File: config.mk
export PLATFORM = sky130hd
export DESIGN_NAME = clock_gate_ctrl_mc
export DESIGN_NICKNAME = d
export VERILOG_FILES = /design/src/rtl/clock_gate_ctrl_mc.sv
export SDC_FILE = /design/constraint.sdc
export NUM_CORES = 1
export LEC_CHECK = 0
export CORE_MARGIN = 2
export CORE_UTILIZATION = 50
export DETAILED_ROUTE_END_ITERATION = 12
export PLACE_DENSITY = 0.75
export SYNTH_ARGS = -nofsm -noshare
export SYNTH_HDL_FRONTEND = slang
export SYNTH_SLANG_ARGS = --single-unit
File: constraint.sdc
create_clock -name clk_in -period 3.36 [get_ports clk_in]
set_input_delay 1.008 -clock clk_in [delete_from_list [all_inputs] [get_ports clk_in]]
set_output_delay 1.008 -clock clk_in [all_outputs]
set_load 0.02 [all_outputs]
File: src/rtl/clock_gate_ctrl_mc.sv
// Purpose: per-channel clock gating with idle timeout and a min-on hold after each wakeup.
// Latency: gates K+2 edges after the last wakeup edge; ungates combinationally on wakeup.
// Backpressure: none; wakeup and cfg_cg_enable always win over the idle countdown.
//
// Ports:
//   clk_in / aresetn   free-running clock, async active-low reset
//   cfg_cg_enable      per-channel gating enable (0 = never gate)
//   cfg_cg_idle_count  per-channel idle timeout K, channel i at [i*N +: N]
//   cfg_cg_min_on      shared hold length applied after leaving GATED
//   wakeup             per-channel activity request
//   clk_out            gated clock per channel
//   gating             1 = channel clock currently gated
//   wake_pulse         registered 1-cycle pulse on GATED->RUN
//   all_gated          AND of gating
module clock_gate_ctrl_mc #(
  parameter int NUM_CH          = 4,
  parameter int IDLE_CNTR_WIDTH = 4,
  parameter int MIN_ON_WIDTH    = 4
) (
  input  logic                                clk_in,
  input  logic                                aresetn,
  input  logic [NUM_CH-1:0]                   cfg_cg_enable,
  input  logic [NUM_CH*IDLE_CNTR_WIDTH-1:0]   cfg_cg_idle_count,
  input  logic [MIN_ON_WIDTH-1:0]             cfg_cg_min_on,
  input  logic [NUM_CH-1:0]                   wakeup,
  output logic [NUM_CH-1:0]                   clk_out,
  output logic [NUM_CH-1:0]                   gating,
  output logic [NUM_CH-1:0]                   wake_pulse,
  output logic                                all_gated
);

  localparam int N = IDLE_CNTR_WIDTH;
  localparam int M = MIN_ON_WIDTH;

  typedef enum logic [1:0] {
    ST_RUN   = 2'd0,
    ST_COUNT = 2'd1,
    ST_GATED = 2'd2
  } state_t;

  for (genvar i = 0; i < NUM_CH; i++) begin : g_ch
    state_t         state;
    logic [N-1:0]   idle_cnt;
    logic [M-1:0]   hold_cnt;
    logic           pulse_q;
    logic           icg_en;
    logic           wake_or_dis;
    logic [N-1:0]   k_cfg;

    assign k_cfg       = cfg_cg_idle_count[i*N +: N];
    assign wake_or_dis = wakeup[i] | ~cfg_cg_enable[i];

    // idle_cnt resets to 0 rather than K: RUN reloads it every cycle, so the
    // value is never consumed before the first reload.
    always_ff @(posedge clk_in or negedge aresetn) begin
      if (!aresetn) begin
        state    <= ST_RUN;
        idle_cnt <= '0;
        hold_cnt <= '0;
        pulse_q  <= 1'b0;
      end else begin
        pulse_q <= 1'b0;
        case (state)
          ST_RUN: begin
            idle_cnt <= k_cfg;
            if (hold_cnt != '0)
              hold_cnt <= hold_cnt - {{(M-1){1'b0}}, 1'b1};
            // Hold is checked on its current value, so min_on=m keeps RUN for m extra edges.
            if (hold_cnt == '0 && !wake_or_dis)
              state <= ST_COUNT;
          end
          ST_COUNT: begin
            if (wake_or_dis) begin
              state    <= ST_RUN;
              idle_cnt <= k_cfg;
            end else if (idle_cnt == '0) begin
              state <= ST_GATED;
            end else begin
              idle_cnt <= idle_cnt - {{(N-1){1'b0}}, 1'b1};
            end
          end
          ST_GATED: begin
            if (wake_or_dis) begin
              state    <= ST_RUN;
              hold_cnt <= cfg_cg_min_on;
              pulse_q  <= 1'b1;
            end
          end
          default: state <= ST_RUN;
        endcase
      end
    end

    // Wakeup / disable ungate in the same cycle, before the FSM leaves GATED.
    assign gating[i]     = (state == ST_GATED) & ~wakeup[i] & cfg_cg_enable[i];
    assign wake_pulse[i] = pulse_q;

    // ICG: enable captured while clk_in is low so clk_out never glitches.
    // Reset forces the enable open so clocks return as soon as aresetn drops.
    always_ff @(negedge clk_in or negedge aresetn) begin
      if (!aresetn)
        icg_en <= 1'b1;
      else
        icg_en <= ~gating[i];
    end

    assign clk_out[i] = clk_in & icg_en;
  end

  assign all_gated = &gating;

endmodule

Word-level counts from Yosys, hierarchy flattened
Index checks and enable logic that the tools add are counted.
{"block": "classes", "addsub": 8, "eq_ne": 28, "muxes": 52, "bitwise": 28, "n_reduce_logical": 45}
{"cell": "2-to-1 mux 4 bit", "count": 16}
{"cell": "one-hot mux 4 bit (2 select lines)", "count": 8}
{"cell": "logical NOT 4 bit", "count": 8}
{"cell": "2-to-1 mux 2 bit", "count": 16}
{"cell": "subtractor 4 x 1 -> 4 bit, second input constant", "count": 8}
{"cell": "inequality test 2 bit, second input constant", "count": 12}
{"cell": "inequality test 3 bit, second input constant", "count": 8}
{"cell": "one-hot mux 2 bit (3 select lines)", "count": 4}
{"cell": "AND reduction 3 bit", "count": 8}
{"cell": "nonzero test 2 bit", "count": 8}
{"cell": "nonzero test 4 bit", "count": 4}
{"cell": "AND 1 bit", "count": 12}
{"cell": "NOT 1 bit", "count": 12}
{"cell": "== test 2 x 1 -> 1 bit, second input constant", "count": 4}
{"cell": "== test 2 bit, second input constant", "count": 4}
{"cell": "logical NOT 2 bit", "count": 4}
{"cell": "2-to-1 mux 1 bit", "count": 8}
{"cell": "AND reduction 2 bit", "count": 4}
{"cell": "logical AND 1 bit", "count": 4}
{"cell": "logical NOT 1 bit", "count": 4}
{"cell": "OR 1 bit", "count": 4}
{"cell": "AND reduction 4 bit", "count": 1}
{"block": "totals", "regBits": 48, "in_bits": 30, "output_inout_bits": 13, "word_cells": 181}

Longest topological paths before layout
{"block": "depth", "depth_word": 6, "depth_mapped": 6, "depth_no_buf": 6}

==> impl_metrics.csv <==
group,metric,value,unit
outcome,status,"finished with violations",
outcome,violations,"setup timing",
floorplanning,die-area,6240,um2
final_layout,diodes,0,
critical_path,cp_max_fo,1,
timing,tns,-2190,ps
placement,port_buffers,42,
timing,slew_headroom,64.9,%
hold_path,worstHoldPathType,"in -> async",
clock_network,clk_pin_slew_worst_paths,90,ps
drt,drt_iter0_markers,138,
logic_synthesis,netlist_instances,311,
global_route,grt_pass1_wl,11.2,mm
logic_synthesis,synth_area_leader_cell,"dfrtp_1",
logic_synthesis,synth_edf_count,0,
placement,dp_cells,431,
clock_network,clk_latency,470,ps
logic_synthesis,yosys-top-cells-count,"dfrtp_1, inv_1, nor2_1",
timing,hold_violations,0,
logic_synthesis,netlist_area,2810,um2
critical_path,critical_path_buf_inv_count,1,
clock_network,postCtsHoldBufs,0,
logic_synthesis,ys_ff_latch,48,
clock_network,cts_tree,"done",
critical_path,max_stage_delay,510,ps
critical_path,worstSetupPathDepth,2,
global_route,grt_max_degree,28,
power,vdd_ir_drop_max,475,uV
final_layout,syn2layout_area_growth,27.5,%
drt,post_drt_wl_per_cell,14.4,um
logic_synthesis,ys_top_cells_by_area,"dfrtp_1, inv_1, a21oi_1",
critical_path,worstPathCellList,"and2_4 -> buf_6",
logic_synthesis,async_flop_share,100,%
critical_path,cp.arrival,2900,ps
floorplanning,die_h,79.0,um
critical_path,cpMaxStageDelayCell,"dfstp_2",
drt,first_pass_iters,4,
critical_path,crit_family,"flip-flops",
global_route,grt_use_met1,28.4,%
global_route,use_met2,36.4,%
logic_synthesis,synth_warnings,0,
timing,rsz0062_at_grt,"true",
logic_synthesis,netlist.area_leader.share,39.2,%
final_layout,drive_gt1_share,17.1,%
floorplanning,dieWidth,79.0,um
global_route,grt.busiest_layer,"met2",
critical_path,critPathCaptureType,"output port",
global_route,grtUsageMet3,9.32,%
drt,drc,0,
global_route,gr-total-overflow,0,
placement,place_congestion,0.870,
critical_path,ff2ff_path_depth,3,
timing,fin_worst_skew,69.4,ps
logic_synthesis,syn_area_per_cell,9.04,um2
final_layout,layoutNonFillerInstCount,447,
timing,fin_ws,-549,ps
critical_path,cp-start-kind,"register",
floorplanning,start_util,51.4,%
run,maxCapViolations,0,
critical_path,crit_required,2350,ps
power,power_density,632,nW/um2
global_route,grt_antenna_before_repair,0,
global_route,grt_pass1_vias,2505,
timing,maxSlewViolCount,0,
drt,wirelength,6.44,mm
logic_synthesis,ys.flop_type,"dfrtp_1",
drt,ant_nets,0,
timing,setup_viol,8,
global_route,grt_usage,23.3,%
power,power.leakage,1.59,nW
floorplanning,core_region_area,5470,um2
logic_synthesis,ys_seq_area_share,42.9,%
final_layout,fin_nets,411,
logic_synthesis,synthDistinctLibCells,53,
critical_path,critPathKind,"reg -> out",
logic_synthesis,synth_most_common_cell,"dfrtp_1",
floorplanning,rows,27,
logic_synthesis,syn_nets,349,
timing,tightest_slew,525,ps
drt,num_vias,2572,
drt,viasPerCell,5.75,
floorplanning,pin_count,43,
placement,hpwl,4.74,mm
final timing paths:
kind	from	end	slack (ps)
setup / recovery	g_ch[3].icg_en$_DFF_NN1_	clk_out[3]	-550
hold / removal	aresetn	g_ch[0].idle_cnt[3]$_DFFE_PN0P_	460
setup reg to reg	g_ch[2].state[0]$_DFFE_PN0P_	g_ch[2].icg_en$_DFF_NN1_	570
hold reg to reg	g_ch[2].idle_cnt[0]$_DFFE_PN0P_	g_ch[2].idle_cnt[0]$_DFFE_PN0P_	520
max in group asynchronous	aresetn	g_ch[1].icg_en$_DFF_NN1_	1010
min in group clk_in	g_ch[2].idle_cnt[0]$_DFFE_PN0P_	g_ch[2].idle_cnt[0]$_DFFE_PN0P_	520
cell families after synthesis:
family	after synthesis	share of synthesized area [%]
AOI/OAI and AO/OA	85	20.8
adders and majority gates	8	3.56
buffers and inverters	45	7.08
DFF	48	42.9
and+or+nand+nor	125	25.7
state kept, by name, indices dropped and copies added, names as in the netlist:
signal / cells
g_ch.icg_en: 4
g_ch.state: 8
g_ch.hold_cnt: 16
g_ch.pulse_q: 4
g_ch.idle_cnt: 16
worst register-to-register path, stage by stage, from the launching register on:
cell and delay [ps]:
dfrtp_1 530, nor2b_1 280, nand2_1 140, buf_4 160
cells in the final DEF (no fill, tap or decap), types with 3 or more instances in the layout:
master and instances:
a2111oi_0 3, a211oi_1 7, a21oi_1 21, a31oi_1 4, and2_4 4, buf_4 19
buf_6 4, clkbuf_8 9, clkdlybuf4s50_1 31, dfrtp_1 44, dfstp_2 4, ha_1 8
inv_1 36, nand2_1 23, nand2b_1 7, nand3_1 10, nand3b_1 7, nor2_1 24
nor2b_1 5, nor3_1 15, nor3b_1 5, o211ai_1 4, o21ai_0 18, o21ai_1 3
o22a_1 3, o22ai_1 3, o41ai_1 3
per-stage QoR:
stage                     cell area [um2]  total power, W  utilization (%)  setup slack, ps  hold slack [ps]
after floorplan                      2820         0.00140                -             2.48              461
after global placement               3390         0.00163             61.9             -521              491
after detailed placement             3390         0.00167             61.9             -534              508
after CTS                            3560         0.00229             65.1             -560              455
after global routing                 3590         0.00243             65.5             -604              436
final                                3590         0.00227             65.5             -549              459
power by group:
part	internal [W]	total [W]	leakage, nW	switching [W]
clock network	0.000486	0.000836	0.154	0.000350
logic	0.000298	0.000585	0.844	0.000287
registers	0.000698	0.000847	0.589	0.000149
cell type report:
cell class / count / area, um2
Fill cell: 474 / 1890
Clock buffer: 14 / 173
Inverter: 32 / 120
Timing Repair Buffer: 56 / 503
Sequential cell: 48 / 1210
Clock inverter: 7 / 53.8
Multi-Input combinational cell: 218 / 1440
Tap cell: 72 / 90.1
per-layer routing:
layer	vias up	wire (um)
met3	13	309
li1	1246	-
met1	1241	2900
met5	-	0
met4	0	101
met2	72	3130
timing repair:
| item | CTS | global route |
|---|---|---|
| pin swaps | 3 | 2 |
| cloned | 0 | 0 |
| resized for setup | 35 | 9 |
| buffers inserted | 0 | 0 |
| endpoints found under the setup margin | 13 | 11 |
No activity file was read; power rests on OpenSTA's default activity.
